--- src/rtl/definition.sv ---
// rtl/definition.sv - shared widths, FSM encoding and helpers for the attention-bias path
package definition;

  localparam int att_width = 8;
  localparam int BIAS_RES  = 4;

  typedef enum logic [1:0] {
    IDLE  = 2'd0,
    RUN   = 2'd1,
    DRAIN = 2'd2
  } bias_fsm_t;

  function automatic int unsigned abs_diff(input int unsigned a, input int unsigned b);
    return (a > b) ? (a - b) : (b - a);
  endfunction

endpackage

--- src/rtl/attn_bias_table.sv ---
// rtl/attn_bias_table.sv - 4-head bias register file, one write port, one registered 4-wide read
module attn_bias_table
  import definition::*;
#(
  parameter int RES = BIAS_RES,
  localparam int AW = $clog2(RES * RES)
) (
  input  logic                   clk,
  input  logic                   rstn,
  input  logic                   i_we,
  input  logic [1:0]             i_wr_head,
  input  logic [AW-1:0]          i_wr_addr,
  input  logic [att_width-1:0]   i_wr_data,
  input  logic                   i_rd_en,
  input  logic                   i_rd_valid,
  input  logic [AW-1:0]          i_rd_addr,
  output logic [4*att_width-1:0] o_rd_data
);

  logic [att_width-1:0]   r_mem [4][RES*RES];
  logic [4*att_width-1:0] r_rd_data;

  // Contents deliberately survive reset so a loaded table outlives aborted runs.
  always_ff @(posedge clk) begin
    if (i_we) begin
      r_mem[i_wr_head][i_wr_addr] <= i_wr_data;
    end
  end

  always_ff @(posedge clk) begin
    if (!rstn) begin
      r_rd_data <= '0;
    end else if (i_rd_en) begin
      for (int h = 0; h < 4; h++) begin
        r_rd_data[h*att_width +: att_width] <= i_rd_valid ? r_mem[h][i_rd_addr] : '0;
      end
    end
  end

  assign o_rd_data = r_rd_data;

endmodule

--- src/rtl/attn_bias_gen.sv ---
// rtl/attn_bias_gen.sv - walks all (query,key) token pairs and streams the four per-head LeViT biases
module attn_bias_gen
  import definition::*;
#(
  parameter int RES = BIAS_RES,
  localparam int AW = $clog2(RES * RES)
) (
  input  logic                        clk,
  input  logic                        rstn,
  input  logic                        en,
  input  logic                        start,
  input  logic                        tbl_we,
  input  logic [1:0]                  tbl_head,
  input  logic [AW-1:0]               tbl_addr,
  input  logic signed [att_width-1:0] tbl_data,
  output logic signed [att_width-1:0] bias_1,
  output logic signed [att_width-1:0] bias_2,
  output logic signed [att_width-1:0] bias_3,
  output logic signed [att_width-1:0] bias_4,
  output logic                        bias_valid,
  output logic [AW-1:0]               q_idx,
  output logic [AW-1:0]               k_idx,
  output logic                        busy,
  output logic                        done
);

  localparam int CW = $clog2(RES);
  localparam logic [CW-1:0] MAXC = CW'(RES - 1);

  bias_fsm_t r_state, w_state_next;
  logic      w_accept, w_issue, w_last;

  logic [CW-1:0] r_kx, r_ky, r_qx, r_qy;
  logic [CW-1:0] w_dx, w_dy;
  logic [AW-1:0] w_addr, w_q, w_k;

  logic          r_s1_valid, r_s1_last;
  logic [AW-1:0] r_s1_addr, r_s1_q, r_s1_k;

  logic          r_valid, r_done;
  logic [AW-1:0] r_q, r_k;

  logic [4*att_width-1:0] w_rd_data;

  assign w_last   = (r_kx == MAXC) && (r_ky == MAXC) && (r_qx == MAXC) && (r_qy == MAXC);
  assign w_accept = (r_state == IDLE) && en && start;

  always_ff @(posedge clk) begin
    if (!rstn) begin
      r_state <= IDLE;
    end else begin
      r_state <= w_state_next;
    end
  end

  // DRAIN waits for done to be presented, so busy drops one edge after done.
  always_comb begin
    w_state_next = r_state;
    w_issue      = 1'b0;
    case (r_state)
      IDLE: begin
        if (en && start) w_state_next = RUN;
      end
      RUN: begin
        if (en) begin
          w_issue = 1'b1;
          if (w_last) w_state_next = DRAIN;
        end
      end
      DRAIN: begin
        if (en && r_done) w_state_next = IDLE;
      end
      default: w_state_next = IDLE;
    endcase
  end

  always_ff @(posedge clk) begin
    if (!rstn || w_accept) begin
      r_kx <= '0;
      r_ky <= '0;
      r_qx <= '0;
      r_qy <= '0;
    end else if (w_issue) begin
      if (r_kx != MAXC) begin
        r_kx <= r_kx + CW'(1);
      end else begin
        r_kx <= '0;
        if (r_ky != MAXC) begin
          r_ky <= r_ky + CW'(1);
        end else begin
          r_ky <= '0;
          if (r_qx != MAXC) begin
            r_qx <= r_qx + CW'(1);
          end else begin
            r_qx <= '0;
            r_qy <= (r_qy == MAXC) ? '0 : r_qy + CW'(1);
          end
        end
      end
    end
  end

  assign w_dx   = CW'(abs_diff(32'(r_qx), 32'(r_kx)));
  assign w_dy   = CW'(abs_diff(32'(r_qy), 32'(r_ky)));
  assign w_addr = AW'(32'(w_dy) * RES + 32'(w_dx));
  assign w_q    = AW'(32'(r_qy) * RES + 32'(r_qx));
  assign w_k    = AW'(32'(r_ky) * RES + 32'(r_kx));

  always_ff @(posedge clk) begin
    if (!rstn) begin
      r_s1_valid <= 1'b0;
      r_s1_last  <= 1'b0;
      r_s1_addr  <= '0;
      r_s1_q     <= '0;
      r_s1_k     <= '0;
    end else if (en) begin
      r_s1_valid <= w_issue;
      r_s1_last  <= w_issue && w_last;
      r_s1_addr  <= w_addr;
      r_s1_q     <= w_q;
      r_s1_k     <= w_k;
    end
  end

  always_ff @(posedge clk) begin
    if (!rstn) begin
      r_valid <= 1'b0;
      r_done  <= 1'b0;
      r_q     <= '0;
      r_k     <= '0;
    end else if (en) begin
      r_valid <= r_s1_valid;
      r_done  <= r_s1_valid && r_s1_last;
      r_q     <= r_s1_valid ? r_s1_q : '0;
      r_k     <= r_s1_valid ? r_s1_k : '0;
    end
  end

  attn_bias_table #(.RES(RES)) u_table (
    .clk        (clk),
    .rstn       (rstn),
    .i_we       (tbl_we && (r_state == IDLE)),
    .i_wr_head  (tbl_head),
    .i_wr_addr  (tbl_addr),
    .i_wr_data  (tbl_data),
    .i_rd_en    (en),
    .i_rd_valid (r_s1_valid),
    .i_rd_addr  (r_s1_addr),
    .o_rd_data  (w_rd_data)
  );

  assign bias_1     = w_rd_data[0*att_width +: att_width];
  assign bias_2     = w_rd_data[1*att_width +: att_width];
  assign bias_3     = w_rd_data[2*att_width +: att_width];
  assign bias_4     = w_rd_data[3*att_width +: att_width];
  assign bias_valid = r_valid;
  assign done       = r_done;
  assign q_idx      = r_q;
  assign k_idx      = r_k;
  assign busy       = (r_state != IDLE);

endmodule
--- config.mk ---
export PLATFORM = sky130hd
export DESIGN_NAME = attn_bias_gen
export DESIGN_NICKNAME = d
export VERILOG_FILES = /design/src/rtl/definition.sv /design/src/rtl/attn_bias_table.sv /design/src/rtl/attn_bias_gen.sv
export SDC_FILE = /design/constraint.sdc
export NUM_CORES = 1
export LEC_CHECK = 0
export BUFFER_PORTS_ARGS = -buffer_cell sky130_fd_sc_hd__buf_2
export CAP_MARGIN = 10
export CORE_MARGIN = 2
export CORE_UTILIZATION = 55
export DETAILED_ROUTE_END_ITERATION = 10
export GPL_TIMING_DRIVEN = 0
export PLACE_DENSITY = 0.77
export SETUP_SLACK_MARGIN = 0.2
export SYNTH_ARGS = -nofsm -noshare
export SYNTH_HDL_FRONTEND = slang
export SYNTH_SLANG_ARGS = --single-unit
--- constraint.sdc ---
create_clock -name clk -period 2 [get_ports clk]
set_input_delay 0.4 -clock clk [delete_from_list [all_inputs] [get_ports clk]]
set_output_delay 0.4 -clock clk [all_outputs]
set_load 0.01 [all_outputs]
==> metrics.txt <==
initial core utilization 55.99%; leakage 9.043 nW; Total GRT Usage 29.01%; first-pass GRT wire length ~87000 um; CTS Sinks between 500 and 600; minimum hold slack 0.1930 ns; Port Buffers 60; clk_lat worst skew 0.62 ns; deepest clock path buffer count 3; final worst path period share 100.7%; Final GP Congestion 0.7978; Sw Share 22.37%; ratio of cells with drive above 1 in the final layout 36.07%; final hold violations 0; final worst path period need 2.013 ns; Routed WL between 60000 and 70000 um; post-synthesis cell count 1193; sequential area share after synthesis 74.54%; DIE HEIGHT 205.8 um; grt total ovfl 0; Avg Synthesized Cell Area 18.78 sq um; failing checks negative setup slack; Max Slew Vio Count 0; Psw around 5.5 mW; synthesis-to-layout area growth 25.24%; Post-Syn Nets 1224; Clock Skew 0.03819 ns; type of origin of the critical path flip-flop; sequential power share 53.2%; status complete, but fails checks; detailed placer's ending HPWL around 32000 um; RSZ-0062 raised after global routing true; Post-Syn Area 22400 sq um; synth warn 0; CTS tree yes; Cell Pwr Density ~880 nW/um^2; vias in the first global route between 10000 and 15000; Setup crit end kind flip-flop; Post-Place Cells 1778; kind of critical path reg -> reg; Worst VDD drop 0.7433 mV; via/cell ratio approximately 6.7; fin nets approximately 1400; non-filler instance count after layout 1977; CTS Buf Count 54; Hold WC Path Type in -> reg; DIE WIDTH between 200 and 250 um; max-cap viol count 0; Filler Cell Count 2233; Die Area 42360 sq um; H-Tree Depth 2; Core Region 40010 sq um; post-route ant nets 0; Final WS setup -0.01304 ns; Top-Level Pins 62; routed via count 13200; Int Pwr ~19 mW; CTS root buf clkbuf_16; Rows 73; synthesized flop and latch total a little under 600; Slew HR 13.56%; drt first-iter violations roughly 1900; TritonRoute pass-1 iters 7; Slew @ Worst Pin 1.297 ns; clock-pin slew on the worst setup and hold paths 0.07 ns; CP required roughly 2.5 ns; combinational power share about 6.3%; residual DRC count 0; pin count of the biggest net entering global routing 65; Worst Path Max Fanout 10; initial antenna violation count 3; Fmax 496.8 MHz; hold buffers post-CTS 0; final count of negative-setup-slack endpoints 2; Clock power frac about two fifths; Worst EP arrival 2.50 ns; synth unique cells just over 40; Util after Layout between 70% and 80%; DR WL/cell 32.55 um
-- critical path, stage by stage (launching register included) --
cell,delay [ns]
dfxtp_2,0.34
buf_8,0.15
buf_12,0.15
buf_12,0.17
mux4_2,0.33
nand2b_1,0.21
a32oi_1,0.35
o21ai_1,0.16
-- repair_timing --
action	CTS	global route
pin swaps	61	28
setup buffers	82	9
resized for setup	259	72
gates cloned	0	5
setup endpoints to repair	546	424
-- logic make-up (layout without fill, tap and decap cells) --
kind of cell | count (synthesis) | after routing | synth area share [%]
other | 0 | 2 | 0
buffers and inverters | 77 | 334 | 1.933
adders and majority gates | 12 | 12 | 0.7374
AOI/OAI and AO/OA | 123 | 123 | 3.759
muxes | 204 | 204 | 14.54
and+or+nand+nor | 199 | 199 | 4.491
DFF | 578 | 578 | 74.54
-- cell usage after synthesis --
| master | n | area, sq um |
|---|---|---|
| buf_4 | 19 | 142.6 |
| a21oi_1 | 20 | 100.1 |
| o21a_1 | 3 | 22.52 |
| mux2_2 | 1 | 11.26 |
| nor2_2 | 1 | 6.260 |
| buf_1 | 3 | 11.26 |
| buf_6 | 7 | 78.83 |
| fa_1 | 2 | 40.04 |
| and2_1 | 1 | 6.260 |
| o21ai_0 | 5 | 25.02 |
| a32oi_1 | 31 | 271.5 |
| nand3_1 | 9 | 45.04 |
| mux4_2 | 97 | 2185 |
| clkbuf_1 | 22 | 82.58 |
| nor4b_2 | 1 | 15.01 |
| nor2b_1 | 34 | 212.7 |
| mux2i_1 | 106 | 1061 |
| buf_2 | 15 | 75.07 |
| nor3_1 | 1 | 5.000 |
| nor2_1 | 77 | 289.0 |
| a22oi_1 | 28 | 210.2 |
| and4_1 | 1 | 8.760 |
| clkbuf_2 | 1 | 5.000 |
| dfxtp_1 | 66 | 1321 |
| o211a_1 | 4 | 40.04 |
| nand2b_1 | 37 | 231.5 |
| nor3b_1 | 1 | 7.510 |
| and4b_1 | 2 | 20.02 |
| o2111ai_1 | 2 | 17.52 |
| nand2_1 | 23 | 86.33 |
| and3_1 | 1 | 6.260 |
| nand4_1 | 3 | 18.77 |
| a21boi_0 | 1 | 7.510 |
| edfxtp_1 | 512 | 15370 |
| nand3b_1 | 3 | 22.52 |
| or2_2 | 2 | 12.51 |
| ha_1 | 10 | 125.1 |
| a211oi_1 | 1 | 7.510 |
| or3_1 | 2 | 12.51 |
| o21ai_1 | 28 | 140.1 |
| inv_1 | 10 | 37.54 |
-- registers in the layout (all words and copies together) (netlist names), 4 cells and up --
register / flops
r_s1_k: 4
q_idx: 4
u_table.o_rd_data: 32
u_table.r_mem: 512
r_s1_q: 4
r_s1_addr: 4
k_idx: 4
-- worst paths after layout --
kind,to,slack (ns),startpoint,cells after the start
worst min register to register,u_table.o_rd_data[10],0.48,u_table.o_rd_data[10],2
worst max register to register,u_table.o_rd_data[0],-0.01,r_s1_addr[1],7
worst max-delay path,u_table.o_rd_data[0],-0.01,r_s1_addr[1],7
worst min-delay path,r_state[0],0.19,start,5
-- layer usage --
layer,part of all wire [%],up-vias,global-route usage (%)
li1,-,5212,-
met3,11,230,6.240
met5,0.020,-,0
met1,35,6713,39.34
met4,5.3,2,10.84
met2,48,1045,46.73
-- area by class of cell --
cell class	instances	area, sq um	area share (%)
sequential	578	16710	59.56
multi-input combinational	538	6364	22.68
timing repair buffer	160	1861	6.632
clock buffer	77	1500	5.348
buffer	66	753.2	2.685
tap	525	656.9	2.342
clock inverter	21	168.9	0.6021
inverter	10	37.54	0.1338
antenna	2	5.005	0.01784
-- power groups by stage --
stage | registers (mW) | logic (mW) | clock network, mW
floorplan | 13.5 | 0.624 | 0
global placement | 13.5 | 1.06 | 0
detailed placement | 13.5 | 1.09 | 0
CTS | 13.2 | 1.35 | 9.83
global route | 13.2 | 1.61 | 10.5
finish | 13.2 | 1.56 | 10.0
-- layout by cell type (no fill, tap or decap), types with 28 or more instances in the layout --
cell,count
buf_2,67
dfxtp_1,59
a32oi_1,28
mux4_2,97
mux2i_1,73
a22oi_1,28
buf_12,75
clkbuf_16,61
buf_4,36
nor2b_1,30
o21ai_1,31
clkbuf_1,31
nor2_4,67
nand2b_1,33
edfxtp_1,512
-- metrics by stage --
step                      setup slack (ns)  area [sq um]  power [mW]  setup TNS [ns]
after global placement             -0.5477         23520       14.52         -146.95
after global routing               0.01866         28050       25.28               0
after floorplan                    0.06977         22560       14.08               0
final                             -0.01304         28050       24.81        -0.01680
after detailed placement           -0.5843         23520       14.55         -168.24
after CTS                           0.1724         27460       24.39               0
Note: power is estimated with default switching activity, not from simulation.
